**config.mk**
```make
export PLATFORM = sky130hd
export DESIGN_NAME = seq_pattern_gen
export DESIGN_NICKNAME = d
export VERILOG_FILES = /design/src/rtl/seq_pattern_gen.sv
export SDC_FILE = /design/constraint.sdc
export NUM_CORES = 1
export LEC_CHECK = 0
export ABC_AREA = 1
export ABC_CLOCK_PERIOD_IN_PS = 1780
export CAP_MARGIN = 0
export CORE_AREA = 3 3 50 63
export CTS_CLUSTER_DIAMETER = 80
export DETAILED_ROUTE_END_ITERATION = 10
export DIE_AREA = 0 0 53 66
export GPL_TIMING_DRIVEN = 0
export PLACE_DENSITY = 0.8
export REMOVE_ABC_BUFFERS = 1
export SLEW_MARGIN = 10
export SYNTH_ARGS = -nofsm -noshare
export SYNTH_HDL_FRONTEND = slang
export SYNTH_SLANG_ARGS = --single-unit
```
**constraint.sdc**
```tcl
create_clock -name clk -period 1.78 [get_ports clk]
set_input_delay 0.356 -clock clk [delete_from_list [all_inputs] [get_ports clk]]
set_output_delay 0.356 -clock clk [all_outputs]
set_load 0.005 [all_outputs]
```
**src/rtl/seq_pattern_gen.sv**
```systemverilog
// Serial pattern generator: shifts a latched pattern out MSB-first on dout,
// repeated reps+1 times back-to-back, with done/err status pulses.
module seq_pattern_gen #(
    parameter int WIDTH = 8
) (
    input  logic             clk,
    input  logic             clr,
    input  logic             start,
    input  logic [WIDTH-1:0] pattern,
    input  logic [3:0]       len,
    input  logic [3:0]       reps,
    output logic             dout,
    output logic             dout_valid,
    output logic             busy,
    output logic             done,
    output logic             err,
    output logic [1:0]       dbg_state
);

    typedef enum logic [1:0] {
        IDLE = 2'd0,
        SEND = 2'd1,
        DONE = 2'd2
    } state_t;

    localparam logic [4:0] WMAX = 5'(WIDTH);

    state_t           state;
    logic [WIDTH-1:0] pat_q;
    logic [3:0]       len_q;
    logic [3:0]       idx;
    logic [3:0]       rep_cnt;
    logic             len_ok;
    logic [15:0]      pat_ext;

    assign len_ok  = (len != 4'd0) && ({1'b0, len} <= WMAX);
    // Zero-extended so the 4-bit index always selects a real bit.
    assign pat_ext = 16'(pat_q);

    // Handshake: start is a level sampled only in IDLE/DONE; there is no
    // back-pressure on dout -- a bit is present exactly when dout_valid=1.
    always_ff @(posedge clk) begin
        if (clr) begin
            state   <= IDLE;
            pat_q   <= '0;
            len_q   <= '0;
            idx     <= '0;
            rep_cnt <= '0;
            err     <= 1'b0;
        end else begin
            err <= 1'b0;
            case (state)
                IDLE, DONE: begin
                    if (start) begin
                        if (len_ok) begin
                            pat_q   <= pattern;
                            len_q   <= len;
                            idx     <= len - 4'd1;
                            rep_cnt <= reps;
                            state   <= SEND;
                        end else begin
                            err   <= 1'b1;
                            state <= IDLE;
                        end
                    end else begin
                        state <= IDLE;
                    end
                end
                SEND: begin
                    if (idx != 4'd0) begin
                        idx <= idx - 4'd1;
                    end else if (rep_cnt != 4'd0) begin
                        rep_cnt <= rep_cnt - 4'd1;
                        idx     <= len_q - 4'd1;
                    end else begin
                        state <= DONE;
                    end
                end
                default: state <= IDLE;
            endcase
        end
    end

    assign dout_valid = (state == SEND);
    assign busy       = (state == SEND);
    assign done       = (state == DONE);
    assign dout       = (state == SEND) && pat_ext[idx];
    assign dbg_state  = state;

endmodule

```
==> results of run 1 <==
## cell usage after synthesis, types with 2 or more instances
cell type   n
buf_6       2
a21oi_1    23
inv_2       3
nand4_1     3
nand2_1    21
buf_2       2
o21ai_2     4
ha_1        2
nand2_2     7
o21ai_0    20
nand3_4     2
o21ai_1     4
nor2_4      2
nor2_1      4
nand4_2     2
dfxtp_1    23
nand3_1    10
inv_1      28
## registers in the layout, summed over array words and instances (netlist names)
| signal | flops |
|---|---|
| pat_q | 8 |
| len_q | 4 |
| err | 1 |
| idx | 4 |
| rep_cnt | 4 |
| dbg_state | 2 |
## worst reg2reg max path: stages, from the launching register on
cell     delay (ps)
dfxtp_2         360
inv_2            90
nor2_4          130
buf_4           210
nand4_1         120
nand2_2         100
inv_1            50
ha_1            210
nand3_1          90
nand3_1          80
o211a_1         110
## cells in the final DEF (no fill, tap or decap), drive strengths merged
master / n
nand4: 6
a211oi: 1
nand3: 13
inv: 31
clkbuf: 4
o21a: 1
nor3b: 1
dfxtp: 23
buf: 5
nand2: 28
dlymetal6s2s: 1
clkinv: 1
nor2: 8
o211a: 1
nor3: 1
dlygate4sd2: 2
ha: 2
nor4: 1
o21ai: 28
clkdlybuf4s50: 21
a21oi: 24
a31oi: 1
## area by class of cell
type / instances / area, sq um
Clock buffer: 3 / 22.5
Clock inverter: 1 / 5.00
Fill cell: 234 / 1000
Inverter: 31 / 116
Multi-Input combinational cell: 116 / 713
Sequential cell: 23 / 470
Tap cell: 34 / 42.5
Timing Repair Buffer: 30 / 283
## where the power goes
part / switching, W / internal, W / leakage (nW)
Sequential: 0.0000395 / 0.000574 / 0.192
Clock: 0.000161 / 0.0000841 / 0.0177
Combinational: 0.000293 / 0.000204 / 0.497
## per-stage QoR
step	area, sq um	setup TNS [ps]	power (W)	hold WS, ps	worst slack [ps]
after floorplan	1260	0	0.000932	421	203
after global placement	1550	-4510	0.00105	436	-369
after detailed placement	1550	-4850	0.00107	439	-391
after CTS	1640	-25.3	0.00134	457	-25.3
after global routing	1650	-31.2	0.00145	470	-31.2
final	1650	0	0.00136	456	70.7
## repair_timing
| action | in CTS | in global routing |
|---|---|---|
| resized for setup | 10 | 6 |
| endpoints found under the setup margin | 7 | 5 |
| pin swaps | 1 | 0 |
| hold endpoints to repair | 0 | 0 |
| gates cloned | 0 | 1 |
| setup buffers | 6 | 0 |
## cell families after synthesis
| kind of cell | Yosys count | synth area share [%] |
|---|---|---|
| adder cells (fa/ha/maj) | 2 | 1.90 |
| buffers and inverters | 38 | 13.3 |
| flip-flops | 23 | 34.9 |
| AND/OR/NAND/NOR | 57 | 26.1 |
| AO/OA/AOI/OAI | 56 | 23.9 |
## per-layer routing
metal	track usage [%]	vias up	wire length, um
met1	20.2	578	1250
met4	8.95	0	22
met2	36.0	45	1710
met5	0	-	0
li1	-	645	-
met3	2.48	3	187
## worst paths after layout
kind	from	end	slack, ps	cells after the start
min reg2reg	pat_q[7]	pat_q[7]	460	2
max	dbg_state[0]	dout_valid	70	4
min	pat_q[7]	pat_q[7]	460	2
max reg2reg	dbg_state[0]	idx[2]	150	10
==> impl_metrics.toml, run 1 <==
[global_routing]
grt_pass1_wl_mm = 5.05
first_global_vias = 1234
antenna_found_initial = 0
grtUsageTotal_pct = 19.2
grt_start_max_net_pins = 26
grt_overflow_total = 0

[clock_network]
cts_sinks = 23
htreeDepth = 1
cts_max_path_buffers = 2
insertion_delay_ps = 320
cts_made_buffers = 3
cts_tree = "built"
hold_buffers = 0
clock-root-buffer = "clkbuf_4"
path_clk_slew_ps = 120

[detailed_routing]
via_per_inst = 5.34
routed_wl_mm = 3.17
route.detailed.drc = 0
via_count = 1271
wire_per_inst_um = 13.3
drt_pre_antenna_iters = 4
drtIter0Drc = 56
ant_nets = 0

[setup_path]
critPathBufInv = 3
slowest_delay_ps = 360
cp_top_family = "buffers and inverters"
crit_required_ps = 1420
worstPathArrival_ps = 1350
crit_path_start_kind = "flop"
crit_slowest_cell = "dfxtp_2"
crit_type = "reg -> out"
cp-end-kind = "primary output"
crit_fanout = 13
crit_chain = "inv_2, nor2_4, buf_4, dlygate4sd2_1"

[logic_synthesis]
yosysUniqueCellTypes = 32
synthCells = 176
synth.largest_area_cell = "dfxtp_1"
postSynth.asyncResetShare_pct = 0
synth_top_area_share_pct = 34.9
synth-seq-area-share_pct = 34.9
synthesis.area_sq_mm = 0.00132
yosys_register_bits = 23
ys_warn_count = 0
synth_ff_type = "dfxtp_1"
syn_area_per_cell_sq_um = 7.50
synth.area.top_cells = "dfxtp_1 35%, a21oi_1 8.7%, inv_1 8.0%"
synth-edff-count = 0

[final_layout]
layout.cells.non_filler = 238
nNetsFinal = 226
area_growth_pct = 25.2
antennaDiodeCount = 0
drive_gt1_share_pct = 20.6
final_core_util_pct = 62.3

[power_and_ir_drop]
power.leakage_nw = 0.706
p_per_area_mw_per_mm2 = 820
vdd_drop_max_mv = 0.529

[floorplanning]
die_y_um = 66
initial_utilization_pct = 49.7
die-area_sq_mm = 0.00350
fp-row-count = 21
dieWidth_um = 53
num_io_pins = 26
core_sq_mm = 0.00265

[sta]
period_share_pct = 96.0
min_period_ps = 1710
hold_violations = 0
relSlewSlack_pct = 68.9
finalSetupViolations = 0
fin_worst_skew_ps = 7.96
fmaxAchievable_mhz = 585
rsz0062_at_grt = "yes"
drv_slew = 0
tightest_slew_ps = 465

[min_path]
hp-class = "reg -> reg"

[placement]
io_buffers = 25
dp.cells = 228
dp_hpwl_mm = 2.08
routabilityCongestion = 0.839

[job]
cap_viol_max_count = 0

[outcome]
status = "finished, final reports clean"
No activity file was read; power rests on OpenSTA's default activity.
==> run 2, diff against run 1 <==
HOLD_SLACK_MARGIN = 0.02   (was default)
==> results of run 2 <==
Final layout, timing and power as in run 1 (identical DEF).
==> run 3, diff against run 2 <==
CORE_AREA = 3 3 52 66   (was 3 3 50 63)
DIE_AREA = 0 0 55 69   (was 0 0 53 66)
PLACE_DENSITY = 0.74   (was 0.8)
==> run 3 against run 2 <==
Against the previous run:
- combinational power about the same
- cell count up 1.7%
- register-to-register slack worse by 30 ps
- setup slack better by 43 ps
- highest routed layer unchanged
- total power up 0.37%
- critical path type unchanged
- flip-flop and latch count unchanged
- die area up 8.5%
- clock-buffer cell count unchanged
==> impl_metrics.toml, run 3 (synthesis gave the netlist of run 1 again) <==
[global_routing]
grtUsageTotal_pct = 16.8
grt_pass1_wl_mm = 5.03
first_global_vias = 1301
antenna_found_initial = 0
grt_start_max_net_pins = 26
grt_overflow_total = 0

[floorplanning]
initial_utilization_pct = 45.2
fp-row-count = 22
die-area_sq_mm = 0.00380
core_sq_mm = 0.00292
die_y_um = 69
dieWidth_um = 55
num_io_pins = 26

[sta]
hold-worst-slack_ps = 461
hold_violations = 0
tightest_slew_ps = 465
fmaxAchievable_mhz = 600
fin_worst_skew_ps = 2.22
relSlewSlack_pct = 69.0
min_period_ps = 1670
fin_ws_ps = 114
period_share_pct = 93.6
rsz0062_at_grt = "yes"
finalSetupViolations = 0
drv_slew = 0

[setup_path]
crit_type = "reg -> out"
crit_path_start_kind = "flop"
cp-end-kind = "primary output"
crit_required_ps = 1420
worstPathArrival_ps = 1310
crit_fanout = 5

[final_layout]
nNetsFinal = 228
drive_gt1_share_pct = 21.8
largest_register_ffs = 8
layout_commonest_cell = "inv_1"
antennaDiodeCount = 0
top_register = "pat_q"
area_growth_pct = 26.6
layout_common_cells = "26 x inv_1, 22 x a21oi_1, 21 x nand2_1, 21 x clkdlybuf4s50_1, 20 x dfxtp_1"

[clock_network]
cts_tree = "built"
cts_made_buffers = 3
path_clk_slew_ps = 130
hold_buffers = 0
cts_max_path_buffers = 2
insertion_delay_ps = 310
htreeDepth = 1
cts_sinks = 23
clock-root-buffer = "clkbuf_4"

[power_and_ir_drop]
vdd_drop_max_mv = 0.435
p_per_area_mw_per_mm2 = 814
power.leakage_nw = 0.720

[min_path]
hp-class = "reg -> reg"

[job]
cap_viol_max_count = 0

[detailed_routing]
drtIter0Drc = 31
via_per_inst = 5.20
routed_wl_mm = 2.98
via_count = 1259
route.detailed.drc = 0
drt_pre_antenna_iters = 4
wire_per_inst_um = 12.3
ant_nets = 0

[placement]
io_buffers = 25
dp_hpwl_mm = 2.15
place_ws_ps = -431
routabilityCongestion = 0.862

[outcome]
status = "finished, final reports clean"
## run 3: what timing repair did
item	CTS	global route
buffers inserted	8	0
pin swaps	1	1
resized for setup	15	7
endpoints found under the setup margin	7	3
## run 3: per-layer routing
metal,up-vias,global-route usage (%),wire length (um)
met5,-,0,0
met4,0,5.41,29
met3,5,2.81,118
met2,35,30.9,1640
met1,579,18.1,1200
li1,640,-,-
## run 3: path summary, 6_finish.rpt
| check | from | endpoint | slack [ps] | depth (start not counted) |
|---|---|---|---|---|
| setup / recovery | dbg_state[0] | dout | 110 | 6 |
| hold / removal | pat_q[7] | pat_q[7] | 460 | 2 |
| setup reg to reg | idx[0] | idx[2] | 120 | 10 |
| hold reg to reg | pat_q[7] | pat_q[7] | 460 | 2 |
## run 3: stage by stage
stage	setup TNS, ps	std cells	utilization, %	area (sq um)	total power, W
global route	-0.641	242	57.3	1670	0.00146
finish	0	242	57.3	1670	0.00136
CTS	0	242	56.9	1660	0.00136
detailed placement	-5350	230	53.3	1560	0.00107
global placement	-4680	230	53.3	1560	0.00106
floorplan	0	169	-	1260	0.000932
## run 3: layout make-up
type / count / area, sq um
Tap cell: 36 / 45.0
Timing Repair Buffer: 33 / 309
Multi-Input combinational cell: 115 / 702
Clock buffer: 3 / 22.5
Clock inverter: 1 / 5.00
Fill cell: 293 / 1250
Sequential cell: 23 / 472
Inverter: 31 / 116
## run 3: power by group
part / switching (W) / leakage [nW] / internal (W)
Sequential: 0.0000432 / 0.191 / 0.000573
Combinational: 0.000283 / 0.511 / 0.000214
Clock: 0.000162 / 0.0177 / 0.0000841
Total: 0.000489 / 0.720 / 0.000872
## run 3: critical path: stages, from the launching register on
cell     delay (ps)
dfxtp_4         370
inv_2            70
nor2_4          120
buf_4           130
nand3_1          70
a21oi_1         110
buf_2           130
